===== src/rtl/de_ex_pipe_reg_pkg.sv =====
// Shared constants and types for the decode-to-execute pipeline register:
// controller codes, default widths, bubble values and the per-edge update action.
package de_ex_pipe_reg_pkg;

    localparam int XLEN_DEF  = 32;
    localparam int RIDX_DEF  = 5;
    localparam int CNT_W_DEF = 16;

    typedef enum logic [1:0] {
        ALU_OP_ADD    = 2'b00,
        ALU_OP_BRANCH = 2'b01,
        ALU_OP_RTYPE  = 2'b10,
        ALU_OP_ITYPE  = 2'b11
    } alu_op_e;

    typedef enum logic [1:0] {
        ALU_SRC2_RS2  = 2'b00,
        ALU_SRC2_IMM  = 2'b01,
        ALU_SRC2_PC4  = 2'b10,
        ALU_SRC2_ZERO = 2'b11
    } alu_src2_e;

    localparam logic [6:0] OPC_LOAD   = 7'b0000011;
    localparam logic [6:0] OPC_STORE  = 7'b0100011;
    localparam logic [6:0] OPC_BRANCH = 7'b1100011;
    localparam logic [6:0] OPC_OPIMM  = 7'b0010011;
    localparam logic [6:0] OPC_OP     = 7'b0110011;
    localparam logic [6:0] OPC_JAL    = 7'b1101111;

    typedef struct packed {
        logic [1:0] alu_op;
        logic [1:0] alu_src2;
        logic       brn_cond;
        logic       mem_we;
        logic       de_we;
        logic       mem_reg;
    } ctrl_t;

    localparam ctrl_t      CTRL_BUBBLE    = '0;
    localparam logic       VALID_BUBBLE   = 1'b0;
    localparam logic [2:0] FUNCT3_BUBBLE  = 3'b000;
    localparam logic       FUNCT7B5_BUBBLE = 1'b0;

    typedef enum logic [1:0] {
        UPD_CAPTURE,
        UPD_HOLD,
        UPD_LU_BUBBLE,
        UPD_FLUSH_BUBBLE
    } upd_e;

    // An invalid decode slot must never write state, so its enables are stripped.
    function automatic ctrl_t kill_enables(input ctrl_t c);
        ctrl_t r;
        r          = c;
        r.brn_cond = 1'b0;
        r.mem_we   = 1'b0;
        r.de_we    = 1'b0;
        r.mem_reg  = 1'b0;
        return r;
    endfunction

endpackage


===== src/rtl/de_ex_pipe_reg_hazard_detect_lu.sv =====
// Load-use hazard compare: a load in EX whose destination feeds either decode source.
module hazard_detect_lu
    import de_ex_pipe_reg_pkg::*;
#(
    parameter int RIDX = RIDX_DEF
) (
    input  logic            e_valid,
    input  logic            e_mem_reg,
    input  logic            e_de_we,
    input  logic [RIDX-1:0] e_rd,
    input  logic            d_valid,
    input  logic [RIDX-1:0] d_rs1,
    input  logic [RIDX-1:0] d_rs2,
    output logic            load_use
);

    logic loadInEx;
    logic srcMatch;

    // Both sources are compared even if unused; the occasional false stall is harmless.
    assign loadInEx = e_valid & e_mem_reg & e_de_we & (e_rd != '0);
    assign srcMatch = (e_rd == d_rs1) | (e_rd == d_rs2);
    assign load_use = loadInEx & d_valid & srcMatch;

endmodule


===== src/rtl/de_ex_pipe_reg.sv =====
// Decode-to-execute pipeline register with load-use bubble insertion, branch flush,
// downstream-stall hold and a saturating count of load-use bubbles.
module de_ex_pipe_reg
    import de_ex_pipe_reg_pkg::*;
#(
    parameter int XLEN  = XLEN_DEF,
    parameter int RIDX  = RIDX_DEF,
    parameter int CNT_W = CNT_W_DEF
) (
    input  logic             clk,
    input  logic             rst,
    input  logic             d_valid,
    input  logic [XLEN-1:0]  d_pc,
    input  logic [XLEN-1:0]  d_rs1_val,
    input  logic [XLEN-1:0]  d_rs2_val,
    input  logic [XLEN-1:0]  d_imm,
    input  logic [RIDX-1:0]  d_rs1,
    input  logic [RIDX-1:0]  d_rs2,
    input  logic [RIDX-1:0]  d_rd,
    input  logic [2:0]       d_funct3,
    input  logic             d_funct7b5,
    input  logic [1:0]       d_alu_op,
    input  logic [1:0]       d_alu_src2,
    input  logic             d_brn_cond,
    input  logic             d_mem_we,
    input  logic             d_de_we,
    input  logic             d_mem_reg,
    input  logic             flush,
    input  logic             ex_stall,
    output logic             e_valid,
    output logic [XLEN-1:0]  e_pc,
    output logic [XLEN-1:0]  e_rs1_val,
    output logic [XLEN-1:0]  e_rs2_val,
    output logic [XLEN-1:0]  e_imm,
    output logic [RIDX-1:0]  e_rs1,
    output logic [RIDX-1:0]  e_rs2,
    output logic [RIDX-1:0]  e_rd,
    output logic [2:0]       e_funct3,
    output logic             e_funct7b5,
    output logic [1:0]       e_alu_op,
    output logic [1:0]       e_alu_src2,
    output logic             e_brn_cond,
    output logic             e_mem_we,
    output logic             e_de_we,
    output logic             e_mem_reg,
    output logic             load_use_stall,
    output logic [CNT_W-1:0] bubble_count
);

    logic             valid_q,    valid_d;
    logic [XLEN-1:0]  pc_q,       pc_d;
    logic [XLEN-1:0]  rs1_val_q,  rs1_val_d;
    logic [XLEN-1:0]  rs2_val_q,  rs2_val_d;
    logic [XLEN-1:0]  imm_q,      imm_d;
    logic [RIDX-1:0]  rs1_q,      rs1_d;
    logic [RIDX-1:0]  rs2_q,      rs2_d;
    logic [RIDX-1:0]  rd_q,       rd_d;
    logic [2:0]       funct3_q,   funct3_d;
    logic             funct7b5_q, funct7b5_d;
    ctrl_t            ctrl_q,     ctrl_d;
    logic [CNT_W-1:0] count_q,    count_d;

    ctrl_t            dCtrl;
    logic             loadUse;
    upd_e             upd;

    assign dCtrl = '{alu_op:   d_alu_op,
                     alu_src2: d_alu_src2,
                     brn_cond: d_brn_cond,
                     mem_we:   d_mem_we,
                     de_we:    d_de_we,
                     mem_reg:  d_mem_reg};

    hazard_detect_lu #(
        .RIDX (RIDX)
    ) u_hazard (
        .e_valid   (valid_q),
        .e_mem_reg (ctrl_q.mem_reg),
        .e_de_we   (ctrl_q.de_we),
        .e_rd      (rd_q),
        .d_valid   (d_valid),
        .d_rs1     (d_rs1),
        .d_rs2     (d_rs2),
        .load_use  (loadUse)
    );

    // A flush or a downstream stall pre-empts the hazard, so decode is only frozen otherwise.
    assign load_use_stall = loadUse & ~flush & ~ex_stall;

    always_comb begin
        upd = UPD_CAPTURE;
        if (flush) begin
            upd = UPD_FLUSH_BUBBLE;
        end else if (ex_stall) begin
            upd = UPD_HOLD;
        end else if (loadUse) begin
            upd = UPD_LU_BUBBLE;
        end
    end

    always_comb begin
        valid_d    = valid_q;
        pc_d       = pc_q;
        rs1_val_d  = rs1_val_q;
        rs2_val_d  = rs2_val_q;
        imm_d      = imm_q;
        rs1_d      = rs1_q;
        rs2_d      = rs2_q;
        rd_d       = rd_q;
        funct3_d   = funct3_q;
        funct7b5_d = funct7b5_q;
        ctrl_d     = ctrl_q;
        count_d    = count_q;
        unique case (upd)
            UPD_CAPTURE: begin
                valid_d    = d_valid;
                pc_d       = d_pc;
                rs1_val_d  = d_rs1_val;
                rs2_val_d  = d_rs2_val;
                imm_d      = d_imm;
                rs1_d      = d_rs1;
                rs2_d      = d_rs2;
                rd_d       = d_rd;
                funct3_d   = d_funct3;
                funct7b5_d = d_funct7b5;
                ctrl_d     = d_valid ? dCtrl : kill_enables(dCtrl);
            end
            UPD_HOLD: begin
            end
            UPD_LU_BUBBLE, UPD_FLUSH_BUBBLE: begin
                valid_d    = VALID_BUBBLE;
                pc_d       = '0;
                rs1_val_d  = '0;
                rs2_val_d  = '0;
                imm_d      = '0;
                rs1_d      = '0;
                rs2_d      = '0;
                rd_d       = '0;
                funct3_d   = FUNCT3_BUBBLE;
                funct7b5_d = FUNCT7B5_BUBBLE;
                ctrl_d     = CTRL_BUBBLE;
                if (upd == UPD_LU_BUBBLE && count_q != '1) begin
                    count_d = count_q + CNT_W'(1);
                end
            end
            default: begin
            end
        endcase
    end

    always_ff @(posedge clk or posedge rst) begin
        if (rst) begin
            valid_q    <= VALID_BUBBLE;
            pc_q       <= '0;
            rs1_val_q  <= '0;
            rs2_val_q  <= '0;
            imm_q      <= '0;
            rs1_q      <= '0;
            rs2_q      <= '0;
            rd_q       <= '0;
            funct3_q   <= FUNCT3_BUBBLE;
            funct7b5_q <= FUNCT7B5_BUBBLE;
            ctrl_q     <= CTRL_BUBBLE;
            count_q    <= '0;
        end else begin
            valid_q    <= valid_d;
            pc_q       <= pc_d;
            rs1_val_q  <= rs1_val_d;
            rs2_val_q  <= rs2_val_d;
            imm_q      <= imm_d;
            rs1_q      <= rs1_d;
            rs2_q      <= rs2_d;
            rd_q       <= rd_d;
            funct3_q   <= funct3_d;
            funct7b5_q <= funct7b5_d;
            ctrl_q     <= ctrl_d;
            count_q    <= count_d;
        end
    end

    assign e_valid      = valid_q;
    assign e_pc         = pc_q;
    assign e_rs1_val    = rs1_val_q;
    assign e_rs2_val    = rs2_val_q;
    assign e_imm        = imm_q;
    assign e_rs1        = rs1_q;
    assign e_rs2        = rs2_q;
    assign e_rd         = rd_q;
    assign e_funct3     = funct3_q;
    assign e_funct7b5   = funct7b5_q;
    assign e_alu_op     = ctrl_q.alu_op;
    assign e_alu_src2   = ctrl_q.alu_src2;
    assign e_brn_cond   = ctrl_q.brn_cond;
    assign e_mem_we     = ctrl_q.mem_we;
    assign e_de_we      = ctrl_q.de_we;
    assign e_mem_reg    = ctrl_q.mem_reg;
    assign bubble_count = count_q;

endmodule


===== config.mk =====
export PLATFORM = sky130hd
export DESIGN_NAME = de_ex_pipe_reg
export DESIGN_NICKNAME = d
export VERILOG_FILES = /design/src/rtl/de_ex_pipe_reg_pkg.sv /design/src/rtl/de_ex_pipe_reg_hazard_detect_lu.sv /design/src/rtl/de_ex_pipe_reg.sv
export SDC_FILE = /design/constraint.sdc
export NUM_CORES = 1
export LEC_CHECK = 0
export ABC_AREA = 1
export CAP_MARGIN = 5
export CORE_AREA = 5 5 173 175
export DETAILED_ROUTE_END_ITERATION = 16
export DIE_AREA = 0 0 178 180
export GPL_ROUTABILITY_DRIVEN = 1
export GPL_TIMING_DRIVEN = 0
export HOLD_SLACK_MARGIN = 0.06
export PLACE_DENSITY = 0.62
export RECOVER_POWER = 25
export SLEW_MARGIN = 20
export SYNTH_ARGS = -nofsm -noshare
export SYNTH_HDL_FRONTEND = slang
export SYNTH_HIERARCHICAL = 1
export SYNTH_SLANG_ARGS = --single-unit

===== constraint.sdc =====
create_clock -name clk -period 7 [get_ports clk]
set_input_delay 1.4 -clock clk [delete_from_list [all_inputs] [get_ports clk]]
set_output_delay 1.4 -clock clk [all_outputs]
set_load 0.05 [all_outputs]

==> results.ini <==
[layout]
fin_cells=1305
drive_gt1_share_pct=8.795
n_antenna_cell=0
fin_nets=1069
areaGrowthSynthToFinish_pct=63.86
fin_area_um2=11360

[power_and_ir_drop]
swShare_pct=31.51
power_frac_clock_pct=37.9
p_int_mw=1.766
power.leakage_nw=4.759
fin_total_pwr_mw=2.578
combinationalPowerShare_pct=20.4
power.density_nw_per_um2=226.8
p_sw_mw=0.8124
seqPwrFrac_pct=41.6
ir_drop_v=0.0001415

[yosys]
ys_seq_elements=172
synthArstFlopShare_pct=100.0
synth_compound_area_share_pct=22.19
muxShareOfSynthArea_pct=0
synth_top_family_by_area=compound AO/OA/AOI/OAI gates
synthAdderAreaFrac_pct=0.1804
netlist_area_um2=6935
ys_warn_count=6
synth_xor_area_share_pct=0.8840
avgSynthCellArea_um2=12.47
synthSimpleGateAreaFrac_pct=9.670
ys_seq_area_share_pct=62.06
synth_edf_count=0
ys.flop_type=dfrtp_1
ys_types=27
syn_inst=556
syn_nets=717

[grt]
antenna_found_initial=0
grt_pass1_vias=6664
grt_use_total_pct=15.95
grt_pass1_wl_mm=40.24
grt_max_degree=94
overflow=0

[setup_path]
worst-setup-path-type=in2out
critPathMaxFanout=4
crit_chain=clkdlybuf4s50_1 -> inv_1 -> nand2_1 -> nand2_1 -> nor2_1 -> nand3_1 -> a21oi_2 -> nand3_1 -> inv_2 -> clkdlybuf4s50_1
crit_required_ps=5600
critPathLaunchType=input port
cp_slowest_cell=clkdlybuf4s50_1
max_stage_delay_ps=870
cp.arrival_ps=3830
worstSetupEndpointType=output pin

[cts]
clock_latency_ps=430
post_cts_buffers=0
cts_buffer_depth=2
cts-root-buf=clkbuf_16
post_cts_resized=0
cts_buffers=17
ctsHoldBuffers=0
cts_tree=yes
path_clk_slew_ps=70
htree_num_levels=4
cts.sinks=172

[sta]
setup_viol=0
skew_ps=20.42
tightestPinTransition_ps=3625
hold_viol=0
slew_headroom_pct=-143.0
finalSetupTns_ps=0
slew_viol_final=80
rsz0062_at_grt=false
period_share_pct=74.66
fmax_mhz=191.3
period_minus_slack_ps=5226

[floorplanning]
design.core.area_um2=28310
die-area_um2=32040
start_util_pct=24.49
die_w_um=178
die_y_um=180
rows=62
io_pins=333

[drt]
vias_per_cell=4.762
drtIter0Drc=295
dr_total_vias=6214
dr.pass1.iters=7
routed_wl_mm=25.76
post-route-drc-count=0
ant_nets=0
wl_per_cell_um=19.74

[placement]
placed_cells=1273
dp_hpwl_mm=19.14
gp_congestion=0.7756
place_area_um2=10770
io_buffers=332

[job]
max_cap_violations=1

[min_path]
hold_path_class=reg2reg

[run_status]
violations=capacitance limit, slew limit
status=finished, violations left

## cell usage in the layout, fill, tap and decap left out, drive strengths merged
cell type and count:
nand3b 2, clkbuf 38, nand2 82, clkinv 6, nor2 23, nand3 22
buf 32, a21oi 1, xor2 4, o21ai 1, inv 37, clkdlybuf4s50 331
clkinvlp 1, nor3 4, xnor2 3, nand4 7, ha 1, bufinv 1
dlygate4sd3 1, dfrtp 172, a32o 152
## Yosys cell counts, types with 4 or more instances
library cell / number / share of area, %
a32o_1: 152 / 22
buf_1: 6 / 0.32
buf_2: 23 / 1.7
clkbuf_1: 21 / 1.1
dfrtp_1: 172 / 62
inv_1: 25 / 1.4
inv_2: 5 / 0.27
nand2_1: 75 / 4.1
nand3_1: 21 / 1.5
nand4_1: 7 / 0.63
nor2_1: 19 / 1.0
xor2_1: 4 / 0.51
## metrics by stage
step           setup WS, ps  hold WS [ps]  util [%]
2_1_floorplan         939.9         771.9         -
3_3_place_gp          -1825         498.6     37.93
3_5_place_dp           1672         510.1     38.05
4_1_cts                1667         525.5     40.16
5_1_grt                1557         533.8     40.14
6_report               1774         521.6     40.14
## worst paths after layout
kind / start / depth (start not counted) / slack [ps] / end
max: d_rs2[1] / 10 / 1770 / load_use_stall
min: e_rs1_val[13]$_DFFE_PP0P_ / 1 / 520 / e_rs1_val[13]$_DFFE_PP0P_
max reg2reg: e_rd[0]$_DFFE_PP0P_ / 12 / 4890 / bubble_count[7]$_DFFE_PP0P_
min reg2reg: e_rs1_val[13]$_DFFE_PP0P_ / 1 / 520 / e_rs1_val[13]$_DFFE_PP0P_
max in group asynchronous: rst / 2 / 2840 / e_rs1_val[26]$_DFFE_PP0P_
min in group asynchronous: rst / 2 / 2450 / e_imm[29]$_DFFE_PP0P_
## worst max-delay path, delay by kind of cell
kind	cells	cell delay [ps]
compound gates	1	190
buf+inv	4	1630
simple gates	5	600
## kinds of logic after synthesis
| kind of cell | after synthesis |
|---|---|
| buffers and inverters | 82 |
| XOR/XNOR | 7 |
| AND/OR/NAND/NOR | 140 |
| flip-flops | 172 |
| AO/OA/AOI/OAI | 154 |
| adder cells (fa/ha/maj) | 1 |
## final cells by class
class | instances | area [µm²]
buffer | 52 | 235.2
multi-input combinational | 302 | 2283
clock inverter | 15 | 171.4
inverter | 30 | 113.9
fill | 2784 | 16950
sequential | 172 | 4304
clock buffer | 17 | 425.4
timing repair buffer | 333 | 3351
tap | 384 | 480.5
## power groups by stage
| stage | Combinational, mW | Sequential (mW) | Clock [mW] |
|---|---|---|---|
| floorplan | 0.104 | 1.27 | 0 |
| global placement | 0.528 | 1.09 | 0 |
| detailed placement | 0.533 | 1.09 | 0 |
| CTS | 0.534 | 1.07 | 1.01 |
| global route | 0.556 | 1.08 | 1.05 |
| finish | 0.527 | 1.07 | 0.978 |
## routing by layer
layer  GRT usage [%]  wire length (µm)  vias to the layer above
li1                -                 -                     2839
met1           19.37             10460                     3128
met2           26.29             12520                      226
met3           6.408              2329                       21
met4           4.177               442                        0
met5               0                 0                        -
Power figures use the tool's default switching activity.
